**config.mk**
```make
export PLATFORM = sky130hd
export DESIGN_NAME = queue
export DESIGN_NICKNAME = d
export VERILOG_FILES = /design/src/rtl/queue.sv
export SDC_FILE = /design/constraint.sdc
export NUM_CORES = 1
export LEC_CHECK = 0
export ABC_AREA = 1
export CORE_MARGIN = 3
export CORE_UTILIZATION = 45
export DETAILED_ROUTE_END_ITERATION = 10
export PLACE_DENSITY = 0.68
export RECOVER_POWER = 50
export SLEW_MARGIN = 10
export SYNTH_ARGS = -nofsm -noshare
export SYNTH_HDL_FRONTEND = slang
export SYNTH_SLANG_ARGS = --single-unit
```
**constraint.sdc**
```tcl
create_clock -name clk -period 2.4 [get_ports clk]
set_input_delay 0.24 -clock clk [delete_from_list [all_inputs] [get_ports clk]]
set_output_delay 0.24 -clock clk [all_outputs]
set_load 0.02 [all_outputs]
```
**src/rtl/queue.sv**
```systemverilog
// queue: synchronous FIFO with registered read data and overflow/underflow pulses.
module queue #(
  parameter int WIDTH = 8,
  parameter int DEPTH = 8,
  localparam int AW = $clog2(DEPTH)
) (
  input  logic             clk,
  input  logic             reset,
  input  logic             push,
  input  logic             pop,
  input  logic [WIDTH-1:0] data_in,
  output logic [WIDTH-1:0] data_out,
  output logic             empty,
  output logic             full,
  output logic [AW:0]      count,
  output logic             overflow,
  output logic             underflow
);
  logic [WIDTH-1:0] mem [DEPTH];
  logic [AW-1:0]    head_q, head_d, tail_q, tail_d;
  logic [AW:0]      count_q, count_d;
  logic [WIDTH-1:0] data_q, data_d;
  logic             ovf_q, ovf_d, unf_q, unf_d;
  logic             do_push, do_pop;
  always_comb begin
    empty   = count_q == '0;
    full    = count_q == (AW+1)'(DEPTH);
    do_pop  = pop && !empty;
    do_push = push && (!full || do_pop);
    head_d  = do_pop ? head_q + AW'(1) : head_q;
    tail_d  = do_push ? tail_q + AW'(1) : tail_q;
    count_d = (do_push && !do_pop) ? count_q + (AW+1)'(1) :
              (do_pop && !do_push) ? count_q - (AW+1)'(1) : count_q;
    data_d  = do_pop ? mem[head_q] : data_q;
    ovf_d   = push && !do_push;
    unf_d   = pop && empty;
  end
  // Storage is deliberately left out of reset; count gates its visibility.
  always_ff @(posedge clk) if (do_push) mem[tail_q] <= data_in;
  always_ff @(posedge clk or negedge reset) begin
    if (!reset) begin
      head_q  <= '0;
      tail_q  <= '0;
      count_q <= '0;
      data_q  <= '0;
      ovf_q   <= 1'b0;
      unf_q   <= 1'b0;
    end else begin
      head_q  <= head_d;
      tail_q  <= tail_d;
      count_q <= count_d;
      data_q  <= data_d;
      ovf_q   <= ovf_d;
      unf_q   <= unf_d;
    end
  end
  assign data_out  = data_q;
  assign count     = count_q;
  assign overflow  = ovf_q;
  assign underflow = unf_q;
endmodule

```
Word-level counts from Yosys, hierarchy flattened
Memories as Yosys holds them, arrays and structs flattened. A register that Yosys moved wholly into a read port is not among the register bits. Cells that the tools add are included.

Register bits: 12. Latch bits: 0. Bits in writable memories: 64. Bits in read-only memories: 0. Input bits: 12. Output and inout bits: 16. Logic and storage cells: 29. Memories: 1.

Add/sub/neg operators: 4. Multiply operators: 0. Divide/modulo/power cells: 0. Order comparisons: 0. Equality and inequality tests: 1. Shift operators: 0. Multiplexer cells: 4. Bitwise operators: 0. Reduce and logical (&&, ||, !) cells: 14.

Memory list: mem (words 8, width 8, read ports 1, clocked after Yosys merged registers in 1, wr ports 1, RTL line 19) `logic [WIDTH-1:0] mem [DEPTH];`.

Operators by type and width (number): 4-bit 2-to-1 mux (2); 3-bit by 1-bit adder with 3-bit output, second input constant (2); 1-bit logical AND (6); 1-bit zero test (5); 4-bit by 1-bit adder with 4-bit output, second input constant (1); 4-bit == test, second input constant (1); 4-bit zero test (1); 4-bit by 1-bit subtractor with 4-bit output, second input constant (1); 1-bit 2-to-1 mux (2); 2-bit nonzero test (1); 1-bit logical OR (1).

Logic depth before layout (Yosys ltp)
Gate-level depths: netlist of the first run.

Depth after elaboration: 9. Mapped depth: 16. Mapped depth without buffers: 16.

Least setup slack after synthesis of the first run
Ideal clock, no wire load.

Path type: reg-to-reg. Start: register count_q[0], in the netlist count[0]. End: register count_q[3], in the netlist count[3]. Setup time: 0.116 ns. Arrival time: 2.244 ns. Required time: 2.284 ns. Path slack: 0.040 ns. Cell stages (with the launch flop): 15. Path buffers: 0. Clock period less this slack: 2.360 ns. Path through: dfrtp_1 nor2_2 nand2_2 nor2_4 nand2_4 nand2_8 inv_1 ha_1 inv_1 ha_1 or2_2 nand3_1 nand2_1 nand2_1 nand2_1.

Elaborated cells on any way between the ends: 16. Classes of those cells: add/sub (2); eq/ne (1); mux (2); reduce/logical (11).

RTL lines: start, declared (RTL line 21) `logic [AW:0] count_q, count_d;`; start signal, assigned (RTL line 51) `count_q <= count_d;`; 4-bit == test * (RTL line 27) `full = count_q == (AW+1)'(DEPTH);`; via full (RTL line 14) `output logic full,`; 1-bit zero test * (RTL line 29) `do_push = push && (!full || do_pop);`; 1-bit logical OR * (RTL line 29); 1-bit logical AND * (RTL line 29); via do_push (RTL line 24) `logic do_push, do_pop;`; 1-bit zero test (RTL line 33) `(do_pop && !do_push) ? count_q - (AW+1)'(1) : count_q;`; 1-bit logical AND (RTL line 33); 2-bit nonzero test (no source line).

The timed path passes the listed nets; every way through them passes the cells marked *. The select of a mux whose other input is x is not followed. A chain may end at the register's enable or synchronous reset.

Worst setup path after layout of the first run
Start: register count_q[0], in the netlist count[0]. End: register count_q[3], in the netlist count[3].

Word-level cells in the longest chain between the ends: 8. Elaborated cells on any way between the ends: 16. Classes of those cells: add/sub (2); eq/ne (1); mux (2); reduce/logical (11).

RTL lines: 4-bit zero test (RTL line 26) `empty = count_q == '0;`; 1-bit zero test (RTL line 28) `do_pop = pop && !empty;`; 1-bit logical AND (RTL line 28); 1-bit logical OR * (RTL line 29); 1-bit logical AND * (RTL line 29); via do_push (RTL line 24); 1-bit zero test (RTL line 33); 1-bit logical AND (RTL line 33); 2-bit nonzero test (no source line).

Marked as above.

==> results.toml, run 1 <==
[logic_synthesis]
yosysWarnings = 0
ys_ff_latch = 84
seq_area_frac_synth = 0.639
syn_inst = 368
ys.flop_type = "edfxtp_1"
synth_fp_nets = 386
synth_area_leaders = "edfxtp_1 51%, dfrtp_1 13%, nand2_1 12%, nand3_1 6.6%, inv_1 5.8%"
yosysTopAreaCellShare = 0.507
synth_area_um2 = 3790
synthDistinctLibCells = 26
synthArstFlopShare = 0.238
syn_avg_cell_area_um2 = 10.3
synth-edff-count = 64
synth_top_area_cell = "edfxtp_1"

[setup_path]
critical_path_class = "reg2reg"
cp_max_fo = 9
end_kind = "register"
cp_data_required_time_ns = 2.65
startpoint_type = "register"
r2r_cells = 14
worst_ep_arrival_time_ns = 2.43

[routing]
drtPass1Iterations = 4
antenna_left = 0
viasPerCell = 4.84
wl_um = 7630
wl_per_cell_um = 14.8
vias = 2499
drcViolationCount = 0
drt-initial-drc-count = 184

[power_and_ir_drop]
internal_power_mw = 3.00
clockPowerShare = 0.179
p_per_area_nw_per_um2 = 1140
switching_share = 0.393
peakVddDrop_mv = 0.480
p_leak_nw = 1.95
combPwrFrac = 0.402
pwr-share-seq = 0.419
switching_power_mw = 1.94
p_total_mw = 4.94

[place]
hpwl_um = 4910
routabilityCongestion = 0.768
io_buffers = 27
dpl_cell_area_um2 = 4200

[timing]
drv_slew = 0
setup-tns-final_ns = 0
finalClockSkew_ns = 0.0130
fmax_ghz = 0.459
fin_crit_sh = 0.908
tightest_slew_ns = 1.13
rsz0062_at_grt = "no"
relSlewSlack = 0.244
fin_crit_ns = 2.18
final_hold_viol_count = 0
setup_violations = 0

[global_routing]
antenna_found_initial = 0
grt_pass1_wl_um = 12300
grt_use_total = 0.168
grt_max_degree = 34
grt_overflow_total = 0
grt_pass1_vias = 2443

[floorplan]
coreArea_um2 = 7930
top_level_ports = 28
start_util = 0.478
row_count = 32
dieArea_um2 = 9560
die_x_um = 97.8
die_y_um = 97.8

[cts]
cts_buffers = 9
clock_latency_ns = 0.36
ctsHtreeMaxLevel = 3
tritoncts = "yes"
cts.sinks = 84
cts.path.max_buffers = 2
cts_root_buf = "clkbuf_8"
path_clk_slew_ns = 0.08

[status]
outcome = "completed"

[hold_path]
worstHoldPathCells = 2
hold_class = "reg2reg"

[finish]
drive_above_1_share = 0.114
finalNetCount = 427
design_area_um2 = 4350
post-route-util = 0.549
areaGrowthSynthToFinish_pct = 14.9
diodes = 0

[run]
drv_cap = 0
## logic make-up (layout without fill, tap and decap cells)
| logic type | count (synthesis) | after routing | synth area share |
|---|---|---|---|
| AOI/OAI and AO/OA | 3 | 3 | 0.00594 |
| xor gates and xnor gates | 4 | 4 | 0.0112 |
| adders and majority gates | 6 | 6 | 0.0218 |
| buffers and inverters | 76 | 122 | 0.0905 |
| DFF | 84 | 84 | 0.639 |
| and+or+nand+nor | 195 | 195 | 0.231 |
## cells in the mapped netlist (3+ instances only)
master,instances
buf_2,5
buf_4,3
buf_6,5
dfrtp_1,20
edfxtp_1,64
ha_1,5
inv_1,59
nand2_1,118
nand2_2,5
nand3_1,50
nand3_2,4
nor2_1,8
nor3_1,4
xnor2_1,3
## sequential cells by signal (all words and copies together) (netlist names)
signal / count
mem: 64
data_out: 8
count: 4
head_q: 3
tail_q: 3
overflow: 1
underflow: 1
## metrics by stage
step	hold slack [ns]	setup slack (ns)	cells
5_1_grt	0.509	0.0371	516
6_report	0.484	0.222	516
3_3_place_gp	0.464	0.115	500
4_1_cts	0.218	0.128	516
2_1_floorplan	-0.0556	0.0397	368
3_5_place_dp	0.466	0.0479	500
## final cells by class
cell class / count / area, um^2
clock buffer: 10 / 128
clock inverter: 6 / 41.3
fill: 711 / 3580
inverter: 63 / 236
multi-input combinational: 208 / 1010
sequential: 84 / 2420
tap: 102 / 128
timing repair buffer: 43 / 383
## repair_timing
item,in CTS,in global routing
hold buffers,0,0
endpoints found under the setup margin,0,1
resized for setup,0,1
setup buffers,0,0
hold endpoints to repair,0,0
## power by group through the flow
stage	clock [mW]	combinational, mW	sequential, mW
after global placement	0	1.96	2.09
after detailed placement	0	2.01	2.11
final	0.884	1.99	2.07
after CTS	0.904	2.02	2.07
after floorplan	0	1.32	2.16
after global routing	0.966	2.23	2.10
## path summary, 6_finish.rpt
path / startpoint / endpoint / slack, ns
worst max register to register: count[0]$_DFFE_PN0P_ / count[3]$_DFFE_PN0P_ / 0.22
min in group asynchronous: reset / data_out[1]$_DFFE_PN0P_ / 0.62
worst min register to register: data_out[5]$_DFFE_PN0P_ / data_out[5]$_DFFE_PN0P_ / 0.48
max in group asynchronous: reset / tail_q[2]$_DFFE_PN0P_ / 1.10
worst min-delay path: data_out[5]$_DFFE_PN0P_ / data_out[5]$_DFFE_PN0P_ / 0.48
worst max-delay path: count[0]$_DFFE_PN0P_ / count[3]$_DFFE_PN0P_ / 0.22
## placed cells by master, fill, tap and decap left out
master / netlist / routed
clkinv_4: 0 / 2
o21ai_0: 1 / 1
or2_2: 2 / 2
ha_1: 5 / 5
inv_1: 59 / 59
edfxtp_1: 64 / 64
clkinv_2: 0 / 1
nor3_1: 4 / 4
nor2_1: 8 / 8
nand3_2: 4 / 2
fa_1: 1 / 1
xnor2_1: 3 / 3
nand2_2: 5 / 5
clkinvlp_4: 0 / 2
nand2_4: 1 / 1
inv_2: 2 / 3
dfrtp_1: 20 / 20
nor2_4: 1 / 1
nand3_1: 50 / 52
buf_4: 3 / 14
nand2_1: 118 / 118
dlygate4sd3_1: 0 / 9
nand2_8: 1 / 1
o21ai_2: 2 / 2
xor2_2: 1 / 1
nor2_2: 1 / 1
clkbuf_1: 0 / 3
clkinv_1: 1 / 2
clkdlybuf4s50_1: 0 / 18
clkbuf_8: 0 / 9
## routing by layer
layer | GRT usage | part of all wire | vias up
li1 | - | - | 1254
met2 | 0.272 | 0.49 | 57
met5 | 0 | 0 | -
met1 | 0.221 | 0.44 | 1178
met3 | 0.0371 | 0.051 | 10
met4 | 0.0671 | 0.018 | 0
## worst max-delay path, cell delays in order, from the launching register on
cell and delay, ns:
dfrtp_1 0.39, nor2_2 0.14, nand2_2 0.08, nor2_4 0.11, nand2_4 0.09, nand2_8 0.10, inv_1 0.05, ha_1 0.21
inv_2 0.09, ha_1 0.25, or2_2 0.32, nand3_1 0.10, nand2_1 0.05, nand2_1 0.05, nand2_1 0.05
Power figures use the tool's default switching activity.
==> inputs of run 2 (changes only) <==
Settings changed: CELL_PAD_IN_SITES_DETAIL_PLACEMENT set to 0, CELL_PAD_IN_SITES_GLOBAL_PLACEMENT set to 1, GPL_ROUTABILITY_DRIVEN set to 0, PLACE_DENSITY 0.68 to 0.82.
==> results.toml, run 2 (synthesis gave the netlist of run 1 again) <==
[power_and_ir_drop]
switching_share = 0.386
pwr-share-seq = 0.402
p_per_area_nw_per_um2 = 1130
internal_power_mw = 3.05
switching_power_mw = 1.91
peakVddDrop_mv = 0.421
p_leak_nw = 1.97
combPwrFrac = 0.412
clockPowerShare = 0.187

[setup_path]
reg2reg_slack_ns = 0.23
startpoint_type = "register"
critical_path_class = "reg2reg"
worst_ep_arrival_time_ns = 2.47
end_kind = "register"
cp_max_fo = 9
cp_data_required_time_ns = 2.70

[global_routing]
grt_pass1_wl_um = 11700
grt_max_degree = 34
grt_overflow_total = 0
antenna_found_initial = 0
grt_pass1_vias = 2272
grt_use_total = 0.160

[finish]
top_register = "mem"
final_common_cell = "nand2_1"
largest_register_ffs = 64
design_area_um2 = 4380
drive_above_1_share = 0.116
finalNetCount = 428
final_cell_mix = "118 x nand2_1, 64 x edfxtp_1, 59 x inv_1"
diodes = 0
seq_area_um2 = 2420
fillers = 697
multi_input_area_um2 = 1010
areaGrowthSynthToFinish_pct = 15.5

[routing]
drcViolationCount = 0
wl_per_cell_um = 13.8
drt-initial-drc-count = 187
wl_um = 7130
vias = 2438
drtPass1Iterations = 5
antenna_left = 0
viasPerCell = 4.72

[cts]
cts_buffers = 9
postCtsSetupBuffers = 0
path_clk_slew_ns = 0.09
cts.path.max_buffers = 2
ctsHtreeMaxLevel = 3
tritoncts = "yes"
clock_latency_ns = 0.35
cts.sinks = 84
cts_root_buf = "clkbuf_8"

[timing]
final_hold_viol_count = 0
rsz0062_at_grt = "no"
setup_violations = 0
fin_crit_sh = 0.905
drv_slew = 0
fmax_ghz = 0.460
relSlewSlack = 0.236
tightest_slew_ns = 1.15
finalClockSkew_ns = 0.00889
setup-tns-final_ns = 0
hold-worst-slack_ns = 0.485
fin_crit_ns = 2.17

[place]
dpl_cell_area_um2 = 4210
hpwl_um = 4620
io_buffers = 27

[floorplan]
coreArea_um2 = 7930
top_level_ports = 28
dieArea_um2 = 9560
die_x_um = 97.8
row_count = 32
die_y_um = 97.8
start_util = 0.478

[hold_path]
hold_class = "reg2reg"

[run]
drv_cap = 0

[status]
outcome = "completed"
## run 2: cell types whose count changed in the layout (fill, tap and decap cells not counted), sizes merged
cell      change
inv           +2
buf           +1
clkinvlp      -2
## run 2: metal layers
metal	up-vias	track usage	share of wire
li1	1255	-	-
met1	1121	0.221	0.47
met2	57	0.248	0.47
met3	5	0.0393	0.053
met4	0	0.0575	0.0080
met5	-	0	0
## run 2: timing repair
action                                  4_1_cts  5_1_grt
resized for setup                             0        1
endpoints found under the setup margin        0        1
hold buffers                                  0        0
## run 2: worst max-delay path, stage by stage (launching register included)
cell and delay (ns):
dfrtp_1 0.38, nor2_1 0.17, nand2_2 0.08, nor2_4 0.11, nand2_4 0.09, nand2_8 0.09, inv_1 0.05, ha_1 0.21
inv_2 0.09, ha_1 0.25, or2_2 0.31, nand2_1 0.07, nand3_1 0.06, nand2_1 0.06, nand2_1 0.04, nand2_1 0.05
## run 2: stage by stage
step | worst slack, ns | total power, mW | util | std cells
after global placement | 0.130 | 4.07 | 0.531 | 501
after detailed placement | 0.0941 | 4.10 | 0.531 | 501
after CTS | 0.161 | 5.03 | 0.554 | 517
after global routing | 0.0126 | 5.36 | 0.552 | 517
after floorplan | 0.0397 | 3.48 | - | 368
final | 0.228 | 4.96 | 0.552 | 517
## run 2: worst paths after layout
path | end | cells after the start | from
min reg2reg | data_out[0]$_DFFE_PN0P_ | 2 | data_out[0]$_DFFE_PN0P_
max in group asynchronous | tail_q[1]$_DFFE_PN0P_ | 2 | reset
min | data_out[0]$_DFFE_PN0P_ | 2 | data_out[0]$_DFFE_PN0P_
min in group asynchronous | count[0]$_DFFE_PN0P_ | 2 | reset
max | count[3]$_DFFE_PN0P_ | 15 | count[0]$_DFFE_PN0P_
max reg2reg | count[3]$_DFFE_PN0P_ | 15 | count[0]$_DFFE_PN0P_
## run 2: final cells by class
type	instances	area share
tap	102	0.0292
clock inverter	6	0.0109
clock buffer	10	0.0315
inverter	63	0.0546
sequential	84	0.554
timing repair buffer	44	0.0892
multi-input combinational	208	0.231
## run 2: power by group through the flow
stage / combinational, mW / clock [mW] / sequential (mW)
6_report: 2.04 / 0.926 / 1.99
5_1_grt: 2.30 / 1.03 / 2.03
4_1_cts: 2.08 / 0.949 / 2.00
3_5_place_dp: 2.07 / 0 / 2.03
3_3_place_gp: 2.05 / 0 / 2.02
2_1_floorplan: 1.32 / 0 / 2.16
